$ cat config.mk
export PLATFORM = sky130hd
export DESIGN_NAME = sram_bank_arb
export DESIGN_NICKNAME = d
export VERILOG_FILES = /design/src/rtl/sram_arb_pkg.sv /design/src/rtl/bank_rr_arb.sv /design/src/rtl/sram_bank_arb.sv
export SDC_FILE = /design/constraint.sdc
export NUM_CORES = 1
export LEC_CHECK = 0
export CAP_MARGIN = 20
export CORE_AREA = 3 3 159 161
export CTS_CLUSTER_DIAMETER = 50
export CTS_CLUSTER_SIZE = 20
export DETAILED_ROUTE_END_ITERATION = 8
export DIE_AREA = 0 0 162 164
export DONT_BUFFER_PORTS = 1
export GPL_ROUTABILITY_DRIVEN = 1
export PLACE_DENSITY = 0.3
export SLEW_MARGIN = 10
export SYNTH_ARGS = -nofsm -noshare
export SYNTH_HDL_FRONTEND = slang
export SYNTH_HIERARCHICAL = 1
export SYNTH_SLANG_ARGS = --single-unit
$ cat constraint.sdc
create_clock -name clk -period 3.72 [get_ports clk]
set_input_delay 0.744 -clock clk [delete_from_list [all_inputs] [get_ports clk]]
set_output_delay 0.744 -clock clk [all_outputs]
set_load 0.02 [all_outputs]
$ cat src/rtl/sram_arb_pkg.sv
// Shared constants and types for the two-requester banked SRAM arbiter.
package sram_arb_pkg;

    localparam int NUM_REQ    = 2;
    localparam int NUM_BANK   = 6;
    localparam int BANK_DEPTH = 32768;
    localparam int DATA_W     = 16;
    localparam int ADDR_W     = 18;
    localparam int LOCAL_W    = $clog2(BANK_DEPTH);
    localparam int BANK_W     = ADDR_W - LOCAL_W;

    typedef struct packed {
        logic              we;
        logic [ADDR_W-1:0] addr;
        logic [DATA_W-1:0] wdata;
    } req_t;

    typedef struct packed {
        logic              valid;
        logic [BANK_W-1:0] bank;
        logic              err;
    } rsp_pipe_t;

endpackage

$ cat src/rtl/bank_rr_arb.sv
// Per-bank two-way arbiter: grants a lone hit directly, resolves a double hit with a
// 1-bit round-robin pointer that flips only on conflict.
module bank_rr_arb
    import sram_arb_pkg::*;
(
    input  logic               clk,
    input  logic               rst,
    input  logic [NUM_REQ-1:0] hit_i,
    output logic [NUM_REQ-1:0] gnt_o
);

    logic rr_q, rr_d;

    always_comb begin
        rr_d  = rr_q;
        gnt_o = hit_i;
        if (&hit_i) begin
            gnt_o       = '0;
            gnt_o[rr_q] = 1'b1;
            rr_d        = ~rr_q;
        end
    end

    always_ff @(posedge clk or posedge rst) begin
        if (rst) begin
            rr_q <= 1'b0;
        end else begin
            rr_q <= rr_d;
        end
    end

endmodule

$ cat src/rtl/sram_bank_arb.sv
// Crossbar between two requesters and NUM_BANK single-port SRAM banks, with a one-cycle
// read-return pipe that routes bank data back to the issuing requester.
module sram_bank_arb
    import sram_arb_pkg::*;
(
    input  logic                clk,
    input  logic                rst,
    input  logic [NUM_REQ-1:0]  req_valid_i,
    input  logic [NUM_REQ-1:0]  req_we_i,
    input  logic [ADDR_W-1:0]   req_addr_i   [NUM_REQ],
    input  logic [DATA_W-1:0]   req_wdata_i  [NUM_REQ],
    output logic [NUM_REQ-1:0]  req_ready_o,
    output logic [NUM_REQ-1:0]  rsp_valid_o,
    output logic [DATA_W-1:0]   rsp_rdata_o  [NUM_REQ],
    output logic [NUM_REQ-1:0]  rsp_err_o,
    output logic [NUM_BANK-1:0] bank_cs_o,
    output logic [NUM_BANK-1:0] bank_we_o,
    output logic [LOCAL_W-1:0]  bank_addr_o  [NUM_BANK],
    output logic [DATA_W-1:0]   bank_wdata_o [NUM_BANK],
    input  logic [DATA_W-1:0]   bank_rdata_i [NUM_BANK]
);

    req_t                             req      [NUM_REQ];
    logic [NUM_REQ-1:0]               valid;
    logic [NUM_REQ-1:0]               oor;
    logic [BANK_W-1:0]                bank_idx [NUM_REQ];
    logic [NUM_BANK-1:0][NUM_REQ-1:0] hit;
    logic [NUM_BANK-1:0][NUM_REQ-1:0] gnt;
    rsp_pipe_t                        rsp_d    [NUM_REQ];
    rsp_pipe_t                        rsp_q    [NUM_REQ];

    // Requests are masked during reset so every combinational output reads idle.
    always_comb begin
        for (int r = 0; r < NUM_REQ; r++) begin
            req[r].we    = req_we_i[r];
            req[r].addr  = req_addr_i[r];
            req[r].wdata = req_wdata_i[r];
            valid[r]     = req_valid_i[r] & ~rst;
            bank_idx[r]  = req_addr_i[r][ADDR_W-1:LOCAL_W];
            oor[r]       = bank_idx[r] >= BANK_W'(NUM_BANK);
        end
        for (int b = 0; b < NUM_BANK; b++) begin
            for (int r = 0; r < NUM_REQ; r++) begin
                hit[b][r] = valid[r] & ~oor[r] & (bank_idx[r] == BANK_W'(b));
            end
        end
    end

    for (genvar b = 0; b < NUM_BANK; b++) begin : g_bank
        bank_rr_arb u_arb (
            .clk   (clk),
            .rst   (rst),
            .hit_i (hit[b]),
            .gnt_o (gnt[b])
        );
    end

    // Out-of-range requests are accepted at once; they never touch a bank.
    always_comb begin
        req_ready_o = valid & oor;
        for (int b = 0; b < NUM_BANK; b++) begin
            req_ready_o = req_ready_o | gnt[b];
        end
    end

    always_comb begin
        for (int b = 0; b < NUM_BANK; b++) begin
            bank_cs_o[b]    = |gnt[b];
            bank_we_o[b]    = 1'b0;
            bank_addr_o[b]  = '0;
            bank_wdata_o[b] = '0;
            if (bank_cs_o[b]) begin
                bank_we_o[b]    = req[gnt[b][1]].we;
                bank_addr_o[b]  = req[gnt[b][1]].addr[LOCAL_W-1:0];
                bank_wdata_o[b] = req[gnt[b][1]].wdata;
            end
        end
    end

    always_comb begin
        for (int r = 0; r < NUM_REQ; r++) begin
            rsp_d[r].valid = req_ready_o[r] & ~req[r].we;
            rsp_d[r].bank  = bank_idx[r];
            rsp_d[r].err   = oor[r];
        end
    end

    always_ff @(posedge clk or posedge rst) begin
        if (rst) begin
            rsp_q <= '{default: '0};
        end else begin
            rsp_q <= rsp_d;
        end
    end

    always_comb begin
        for (int r = 0; r < NUM_REQ; r++) begin
            rsp_valid_o[r] = rsp_q[r].valid;
            rsp_err_o[r]   = rsp_q[r].valid & rsp_q[r].err;
            rsp_rdata_o[r] = '0;
            for (int b = 0; b < NUM_BANK; b++) begin
                if (rsp_q[r].valid && !rsp_q[r].err && rsp_q[r].bank == BANK_W'(b)) begin
                    rsp_rdata_o[r] = bank_rdata_i[b];
                end
            end
        end
    end

endmodule

==> Yosys cells after proc, flatten, opt, wreduce, memory -nomap -nowiden <==
Index checks and enable logic that the tools add are counted.
{ "totals": {"reg_bits": 16, "latchBits": 0, "ramBits": 0, "romBits": 0, "in_bits": 170, "memories": 0} }
{ "classes": {"add_sub_neg": 0, "n_mul": 0, "div": 0, "magnitude_cmp": 20, "n_eq_ne": 20, "shifts": 0, "mux": 66, "n_bitwise": 44, "reduce_logical": 38} }
{ "op_table": {"columns": ["operator", "n"], "rows": [
  ["$mux W35", 18],
  ["$mux W16", 18],
  ["$mux W15", 6],
  ["$eq A3 B2 Y1 const B", 8],
  ["$eq A3 B3 Y1 const B", 8],
  ["$and A1 B1 Y1", 20],
  ["$logic_and A1 B1 Y1", 20],
  ["$eq A3 B1 Y1 const B", 4],
  ["$ge A2 B2 Y1 const B", 6],
  ["$logic_not A3 Y1", 4],
  ["$lt A1 B2 Y1 const B", 6],
  ["$mux W1", 12],
  ["$mux W2", 6],
  ["$not A1 Y2", 6],
  ["$or A2 B2 Y2", 6],
  ["$reduce_and A2 Y1", 6],
  ["$reduce_or A2 Y1", 6],
  ["$not A1 Y1", 11],
  ["$demux W1 S1", 6],
  ["$ge A1 B1 Y1 const B", 6],
  ["$ge A3 B3 Y1 const B", 2],
  ["$and A2 B2 Y2", 1],
  ["$logic_not A1 Y1", 2]
]} }

==> Logic depth before layout (Yosys ltp) <==
Gate-level depths: netlist of run 1.
{ "logic_depth": {"word_depth": 13, "mapped_depth": 9, "depth_no_buf": 7} }

==> Hierarchy <==
Netlist of run 1, hierarchy kept.
{ "modules_own_cells": {"columns": ["mod", "instances", "cells_each", "area_each_um2", "seq_area_each_um2"], "rows": [
  ["sram_bank_arb", 1, 831, 4575.6, 250.2],
  ["bank_rr_arb", 6, 7, 60.1, 25.0]
]} }

==> Worst setup path after synthesis of run 1 <==
No wires, ideal clock.
{ "synth_timing": {"path_kind": "input-to-output", "startpoint": "input rst", "endpoint": "output bank_addr_o[18] (netlist bit)", "t_arrival_ns": 2.891, "required_ns": 2.976, "setup_slack_ns": 0.085, "cell_stages": 8, "n_path_buf": 2, "path_cell_list": "inv_1 > nand3_1 > nor3_1 > a21boi_0 > clkbuf_1 > clkbuf_1 > nand2_1 > o21ai_0"} }
{ "synth_rtl": {"columns": ["element", "line_no", "source"], "rows": [
  ["start, declared", "sram_bank_arb.sv:7", "input logic rst,"],
  ["end, declared", "sram_bank_arb.sv:18", "output logic [LOCAL_W-1:0] bank_addr_o [NUM_BANK],"]
]} }

==> results of run 1 <==
## cells in the mapped netlist (all sizes together), types with 7 or more instances
library cell | instances | area [µm²]
o221ai | 7 | 61.3
buf | 26 | 160
a31oi | 16 | 100
a22oi | 7 | 52.6
dfrtp | 16 | 400
o21ai | 185 | 926
clkbuf | 55 | 206
nor2 | 23 | 86.3
nor2b | 12 | 75.1
mux2 | 25 | 282
o22ai | 20 | 131
inv | 22 | 82.6
nand2 | 326 | 1220
a21boi | 12 | 90.1
a22o | 48 | 420
nor3 | 8 | 51.3
## per-layer routing
layer | track usage | part of all wire
met2 | 0.342 | 0.48
met5 | 0 | 0
met3 | 0.0449 | 0.083
met1 | 0.253 | 0.42
met4 | 0.0333 | 0.017
## flip-flops by register name, indices dropped and copies added (netlist names)
register	cells
rsp_q	8
rsp_valid_o	2
g_bank.u_arb/rr_q	6
## cell type report
type	count	area (µm²)
Multi-Input combinational cell	754	4220
Clock buffer	4	88.8
Fill cell	2793	17700
Timing Repair Buffer	149	1240
Inverter	22	82.6
Tap cell	324	405
Sequential cell	16	400
## cells in the final DEF (no fill, tap or decap), types with 2 or more instances in the layout
cell type	n
sky130_fd_sc_hd__and2_1	3
sky130_fd_sc_hd__dfrtp_1	16
sky130_fd_sc_hd__a22o_1	48
sky130_fd_sc_hd__a21boi_4	11
sky130_fd_sc_hd__o21ai_0	183
sky130_fd_sc_hd__nor3b_2	2
sky130_fd_sc_hd__mux2i_1	6
sky130_fd_sc_hd__xnor2_1	6
sky130_fd_sc_hd__inv_1	22
sky130_fd_sc_hd__nor3b_1	2
sky130_fd_sc_hd__and3_1	2
sky130_fd_sc_hd__o211ai_1	3
sky130_fd_sc_hd__nor3_1	7
sky130_fd_sc_hd__or2_2	6
sky130_fd_sc_hd__o21ai_1	2
sky130_fd_sc_hd__clkbuf_16	3
sky130_fd_sc_hd__buf_4	139
sky130_fd_sc_hd__nor2b_1	11
sky130_fd_sc_hd__o221ai_1	7
sky130_fd_sc_hd__nor4_1	2
sky130_fd_sc_hd__mux2_2	25
sky130_fd_sc_hd__mux4_2	2
sky130_fd_sc_hd__nand2b_1	4
sky130_fd_sc_hd__nand2_1	326
sky130_fd_sc_hd__o22ai_1	19
sky130_fd_sc_hd__buf_12	10
sky130_fd_sc_hd__nor2_1	23
sky130_fd_sc_hd__nand3_1	5
sky130_fd_sc_hd__o21a_1	5
sky130_fd_sc_hd__a22oi_1	7
sky130_fd_sc_hd__a31oi_1	16
sky130_fd_sc_hd__nand3b_1	4
## final timing paths
path                            slack [ns]  cells past startpoint              endpoint
worst max-delay path                  0.38                      8        req_ready_o[0]
worst min-delay path                  0.21                      1  g_bank[2].u_arb/rr_q
worst max register to register        1.90                      5        rsp_valid_o[0]
worst min register to register        0.52                      1  g_bank[3].u_arb/rr_q
max in group asynchronous             2.99                      2              rsp_q[0]
min in group clk                      0.52                      0              rsp_q[1]
## power groups by stage
| stage | Combinational (mW) | Clock (mW) | Sequential, mW |
|---|---|---|---|
| after global placement | 0.344 | 0 | 0.210 |
| final | 0.342 | 0.240 | 0.207 |
| after detailed placement | 0.344 | 0 | 0.211 |
| after CTS | 0.345 | 0.246 | 0.207 |
| after global routing | 0.370 | 0.253 | 0.210 |
| after floorplan | 0.250 | 0 | 0.195 |
## logic make-up (layout without fill, tap and decap cells)
group | Yosys count | after routing | synth area share
and+or+nand+nor | 406 | 406 | 0.352
AOI/OAI and AO/OA | 308 | 308 | 0.382
buffers and inverters | 103 | 175 | 0.0910
muxes | 34 | 34 | 0.0837
DFF | 16 | 16 | 0.0811
xor gates and xnor gates | 6 | 6 | 0.0106
## through the flow
step           hold WS [ns]  utilization
6_report              0.214        0.267
2_1_floorplan         0.461            -
3_3_place_gp          0.476        0.263
5_1_grt               0.208        0.267
3_5_place_dp          0.476        0.263
4_1_cts               0.211        0.267
## critical path: stages
cell and delay [ns]:
sky130_fd_sc_hd__inv_1 0.22, sky130_fd_sc_hd__nand3_1 0.17, sky130_fd_sc_hd__nor3_1 0.26, sky130_fd_sc_hd__buf_4 0.19
sky130_fd_sc_hd__a21boi_4 0.05, sky130_fd_sc_hd__buf_4 0.24, sky130_fd_sc_hd__nor4_1 0.35, sky130_fd_sc_hd__o211ai_1 0.37
==> out/metrics.csv, run 1 <==
stage,metric,value,unit
logic_synthesis,most common flop cell mapped by yosys,sky130_fd_sc_hd__dfrtp_1,
clock_tree,number of sinks handled by clock tree synthesis,16,
worst_hold_path,type of the most critical hold path,in -> async,
clock_tree,post-cts resize count,0,
die,chip width,162,µm
logic_synthesis,"FFs w/ async S/R, synth",1.00,
cells_and_area,"non-filler cells, final",1269,
cells_and_area,net total in the final layout,1116,
outcome,outcome,"complete, no violations",
global_route,global router's overall resource usage,0.197,
die,area of the core,24100,µm²
die,starting density of the core,0.205,
global_route,largest net degree at the start of global routing,65,
global_route,via count of the first global-routing pass,6339,
setup_path,CP startpoint kind,input pin,
cells_and_area,Post-Layout Inst Area,6440,µm²
timing,worst-case headroom to the max-slew limit,0.446,
power,Total Power,0.790,mW
logic_synthesis,post-synthesis instance area,4940,µm²
timing,final count of hold timing violations,0,
timing,actual transition at the worst max-transition pin,0.823,ns
detailed_routing,number of remaining DRC errors,0,
placed_design,number of port buffers,0,
clock_tree,clock tree from TritonCTS,done,
setup_path,origin of the worst setup path,rst,
clock_tree,later-pin clock latency in the skew report,0.25,ns
clock_tree,post-CTS setup repair buffer count,0,
power,part of the total power dissipated in sequential elements,0.262,
clock_tree,CTS buffer count,3,
cells_and_area,signed area change from the synthesized netlist to the final layout,30.4,%
timing,Final period util,0.897,
timing,setup repair after global routing missed its margin,no,
setup_path,Critical Setup Path Class,in -> out,
setup_path,startpoint of the most critical register-to-register path,g_bank[4].u_arb/rr_q,
logic_synthesis,total nets after synthesis,1043,
global_route,antenna violations before repair,0,
timing,skew final,0.000865,ns
timing,number of max-slew violations in the final report,0,
logic_synthesis,number of distinct standard cells referenced by the synthesized netlist,50,
placed_design,minimum setup slack after placement,0.377,ns
setup_path,Crit Path Max Fanout,30,
die,height of the die,164,µm
power,Switch Pwr,0.311,mW
detailed_routing,wire length per cell,22.6,µm
placed_design,DPL Wire Length,22000,µm
setup_path,endpoint class of the critical path,output port,
power,Comb power frac,0.433,
cells_and_area,number of antenna cells inserted,0,
timing,Fmax achieved,0.300,GHz
detailed_routing,antenna violation net count after detailed routing,0,
logic_synthesis,YS warnings,6,
clock_tree,cell chosen for the clock root,sky130_fd_sc_hd__clkbuf_16,
detailed_routing,total number of vias,6528,
clock_tree,"Hold-fix buffers, CTS",0,
logic_synthesis,mean area per synthesized cell,5.65,µm²
clock_tree,number of H-tree branching levels,1,
detailed_routing,DR pass1 iterations,7,
job,number of maximum-capacitance constraint violations,0,
logic_synthesis,flop and latch count out of synthesis,16,
logic_synthesis,post-synthesis sequential area ratio,0.0811,
placed_design,gp weighted congestion,0.814,
power,Internal Dissipation,0.478,mW
global_route,first-pass GRT wire length,41400,µm
timing,setup violators final,0,
power,worst-case vdd ir drop,0.000173,V
power,leakage dissipation,2.33,nW
timing,Total Negative Setup Slacks,0,ns
global_route,GRT Residual Overflow,0,
clock_tree,maximum number of buffers from clock root to sink,2,
timing,time the final worst path needs with I/O delays and setup,3.34,ns
logic_synthesis,number of synthesized flops with an enable pin,0,
placed_design,cell area after placement,6350,µm²
die,I/O pin count,406,
die,Core Rows,57,
cells_and_area,layout cell share with drive strength beyond 1,0.219,
placed_design,Cells after DPL,1265,
logic_synthesis,count of mapped cells out of synthesis,873,
detailed_routing,drt via density,5.14,
die,floorplan die area,26600,µm²
timing,final setup slack of the worst path,0.382,ns
setup_path,data required time of the worst path,2.98,ns
detailed_routing,wire length reported by the detailed router,28700,µm
setup_path,arrival time worst endpoint,2.59,ns
power,power per cell area,123,nW/µm²
clock_tree,clock input transition at the sequential cells of the worst setup and hold paths,0.05,ns
power,switching share of total power,0.394,
power,Clock Power Share,0.304,
detailed_routing,number of DRC violations after detailed-routing iteration 0,500,
Power figures use the tool's default switching activity.
==> inputs of run 2 (changes only) <==
- CAP_MARGIN: 20 -> not set
- SLEW_MARGIN: 10 -> not set
==> results of run 2 <==
Final layout, timing and power as in run 1 (identical DEF).
==> inputs of run 3 (changes only) <==
- CORE_AREA: 3 3 159 161 -> 2 2 158 160
- DIE_AREA: 0 0 162 164 -> 0 0 160 162
- clock period: 3.72 -> 3.65 ns (I/O delays scaled with it)
==> run 3 against run 2 <==
Clock skew is 0.0071 ns higher. Cell count grew 3.0%. Utilization increased by 1.3 points. Die area down 2.4%. Global-route usage up 0.69 points. Register-to-register slack worse by 0.16 ns. Critical path type unchanged. Critical endpoint is now bank_we_o[1]. Highest routed layer unchanged.
==> out/metrics.csv, run 3 (synthesis gave the netlist of run 1 again) <==
stage,metric,value,unit
outcome,outcome,"complete, no violations",
cells_and_area,number of antenna cells inserted,0,
cells_and_area,signed area change from the synthesized netlist to the final layout,36.7,%
cells_and_area,Filler Cells Inserted,2773,
clock_tree,later-pin clock latency in the skew report,0.25,ns
setup_path,max incr delay on CP,0.32,ns
timing,setup violators final,0,
placed_design,number of port buffers,0,
timing,Total Negative Setup Slacks,0,ns
die,area of the core,24100,µm²
cells_and_area,FF/Latch Area,400,µm²
die,I/O pin count,406,
setup_path,endpoint class of the critical path,output port,
die,height of the die,162,µm
timing,time the final worst path needs with I/O delays and setup,3.29,ns
timing,Fmax achieved,0.304,GHz
cells_and_area,highest-count cells in the layout ignoring fill and taps,"326 x sky130_fd_sc_hd__nand2_1, 183 x sky130_fd_sc_hd__o21ai_0, 175 x sky130_fd_sc_hd__buf_4, 48 x sky130_fd_sc_hd__a22o_1, 25 x sky130_fd_sc_hd__mux2_2",
detailed_routing,antenna violation net count after detailed routing,0,
job,number of maximum-capacitance constraint violations,0,
global_route,GRT Residual Overflow,0,
clock_tree,post-CTS setup repair buffer count,0,
cells_and_area,net total in the final layout,1154,
detailed_routing,number of DRC violations after detailed-routing iteration 0,426,
clock_tree,clock tree from TritonCTS,done,
clock_tree,clock input transition at the sequential cells of the worst setup and hold paths,0.06,ns
global_route,via count of the first global-routing pass,6459,
setup_path,sequence of cells on the critical path,"inv_1, nand3b_1, nor2_1, a21boi_4, buf_12, nor2b_1, a22o_1, buf_4",
cells_and_area,area used by multi-input combinational logic,4220,µm²
timing,Final period util,0.901,
cells_and_area,"flip-flop count of the largest register, all copies and words added",8,
timing,worst-case headroom to the max-slew limit,0.452,
timing,skew final,0.00792,ns
cells_and_area,"leading cell type in the layout, fill and taps excluded",sky130_fd_sc_hd__nand2_1,
setup_path,Crit Path Max Fanout,32,
timing,final count of hold timing violations,0,
timing,number of max-slew violations in the final report,0,
setup_path,arrival time worst endpoint,2.56,ns
power,leakage dissipation,2.54,nW
setup_path,Critical Setup Path Class,in -> out,
detailed_routing,drt via density,5.09,
clock_tree,number of sinks handled by clock tree synthesis,16,
worst_hold_path,type of the most critical hold path,in -> async,
placed_design,gp weighted congestion,0.812,
detailed_routing,wire length reported by the detailed router,28600,µm
setup_path,startpoint of the most critical register-to-register path,g_bank[3].u_arb/rr_q,
detailed_routing,wire length per cell,21.9,µm
clock_tree,cell chosen for the clock root,sky130_fd_sc_hd__clkbuf_16,
die,Core Rows,57,
timing,actual transition at the worst max-transition pin,0.813,ns
die,chip width,160,µm
global_route,largest net degree at the start of global routing,65,
cells_and_area,Biggest register,rsp_q,
die,starting density of the core,0.205,
global_route,first-pass GRT wire length,41700,µm
power,power per cell area,121,nW/µm²
die,floorplan die area,25900,µm²
clock_tree,post-cts resize count,0,
power,worst-case vdd ir drop,0.000137,V
clock_tree,CTS buffer count,3,
clock_tree,number of H-tree branching levels,1,
detailed_routing,number of remaining DRC errors,0,
placed_design,DPL Wire Length,21900,µm
setup_path,cell with the largest stage delay on the worst path,sky130_fd_sc_hd__nor2_1,
timing,setup repair after global routing missed its margin,no,
cells_and_area,layout cell share with drive strength beyond 1,0.249,
clock_tree,"Hold-fix buffers, CTS",0,
detailed_routing,DR pass1 iterations,5,
global_route,global router's overall resource usage,0.204,
setup_path,origin of the worst setup path,rst,
setup_path,data required time of the worst path,2.92,ns
clock_tree,maximum number of buffers from clock root to sink,2,
setup_path,CP startpoint kind,input pin,
global_route,antenna violations before repair,0,
power,Total Power,0.813,mW
detailed_routing,total number of vias,6659,
## run 3: cell types whose count changed in the layout (fill, tap and decap cells not counted), sizes merged
cell | previous run | this run
buf | 149 | 187
## run 3: path summary, 6_finish.rpt
kind,endpoint,slack (ns),depth (start not counted)
max,bank_we_o[1],0.36,8
max in group asynchronous,rsp_valid_o[0],2.98,2
min in group clk,g_bank[3].u_arb/rr_q,0.49,1
max reg2reg,rsp_valid_o[1],1.74,6
min,g_bank[0].u_arb/rr_q,0.20,1
min reg2reg,g_bank[3].u_arb/rr_q,0.49,1
## run 3: area by class of cell
| type | count | area share |
|---|---|---|
| timing repair buffer | 187 | 0.230 |
| tap | 324 | 0.0601 |
| clock buffer | 4 | 0.0132 |
| inverter | 22 | 0.0122 |
| multi-input combinational | 754 | 0.625 |
| sequential | 16 | 0.0593 |
## run 3: metal layers
| layer | up-vias | wire length [µm] | track usage |
|---|---|---|---|
| met1 | 3082 | 11800 | 0.255 |
| met2 | 310 | 14300 | 0.369 |
| met5 | - | 0 | 0 |
| met3 | 20 | 2070 | 0.0424 |
| li1 | 3247 | - | - |
| met4 | 0 | 393 | 0.0287 |
## run 3: worst max-delay path, delay by kind of cell
family	cells	cell delay [ns]
simple gates	3	0.79
compound gates	2	0.49
buf+inv	3	0.56
## run 3: stage by stage
| stage | setup WS (ns) | area [µm²] | hold WS (ns) | instances | util |
|---|---|---|---|---|---|
| finish | 0.360 | 6750 | 0.195 | 1307 | 0.280 |
| global route | 0.189 | 6750 | 0.190 | 1307 | 0.280 |
| CTS | 0.293 | 6750 | 0.191 | 1307 | 0.280 |
| detailed placement | 0.312 | 6660 | 0.462 | 1303 | 0.276 |
| global placement | 0.325 | 6660 | 0.462 | 1303 | 0.276 |
| floorplan | 0.0429 | 4940 | 0.459 | 873 | - |
## run 3: power by group
part	switching [mW]	internal, mW
registers	0.0280	0.187
clock network	0.0735	0.167
logic	0.214	0.145
total	0.315	0.498
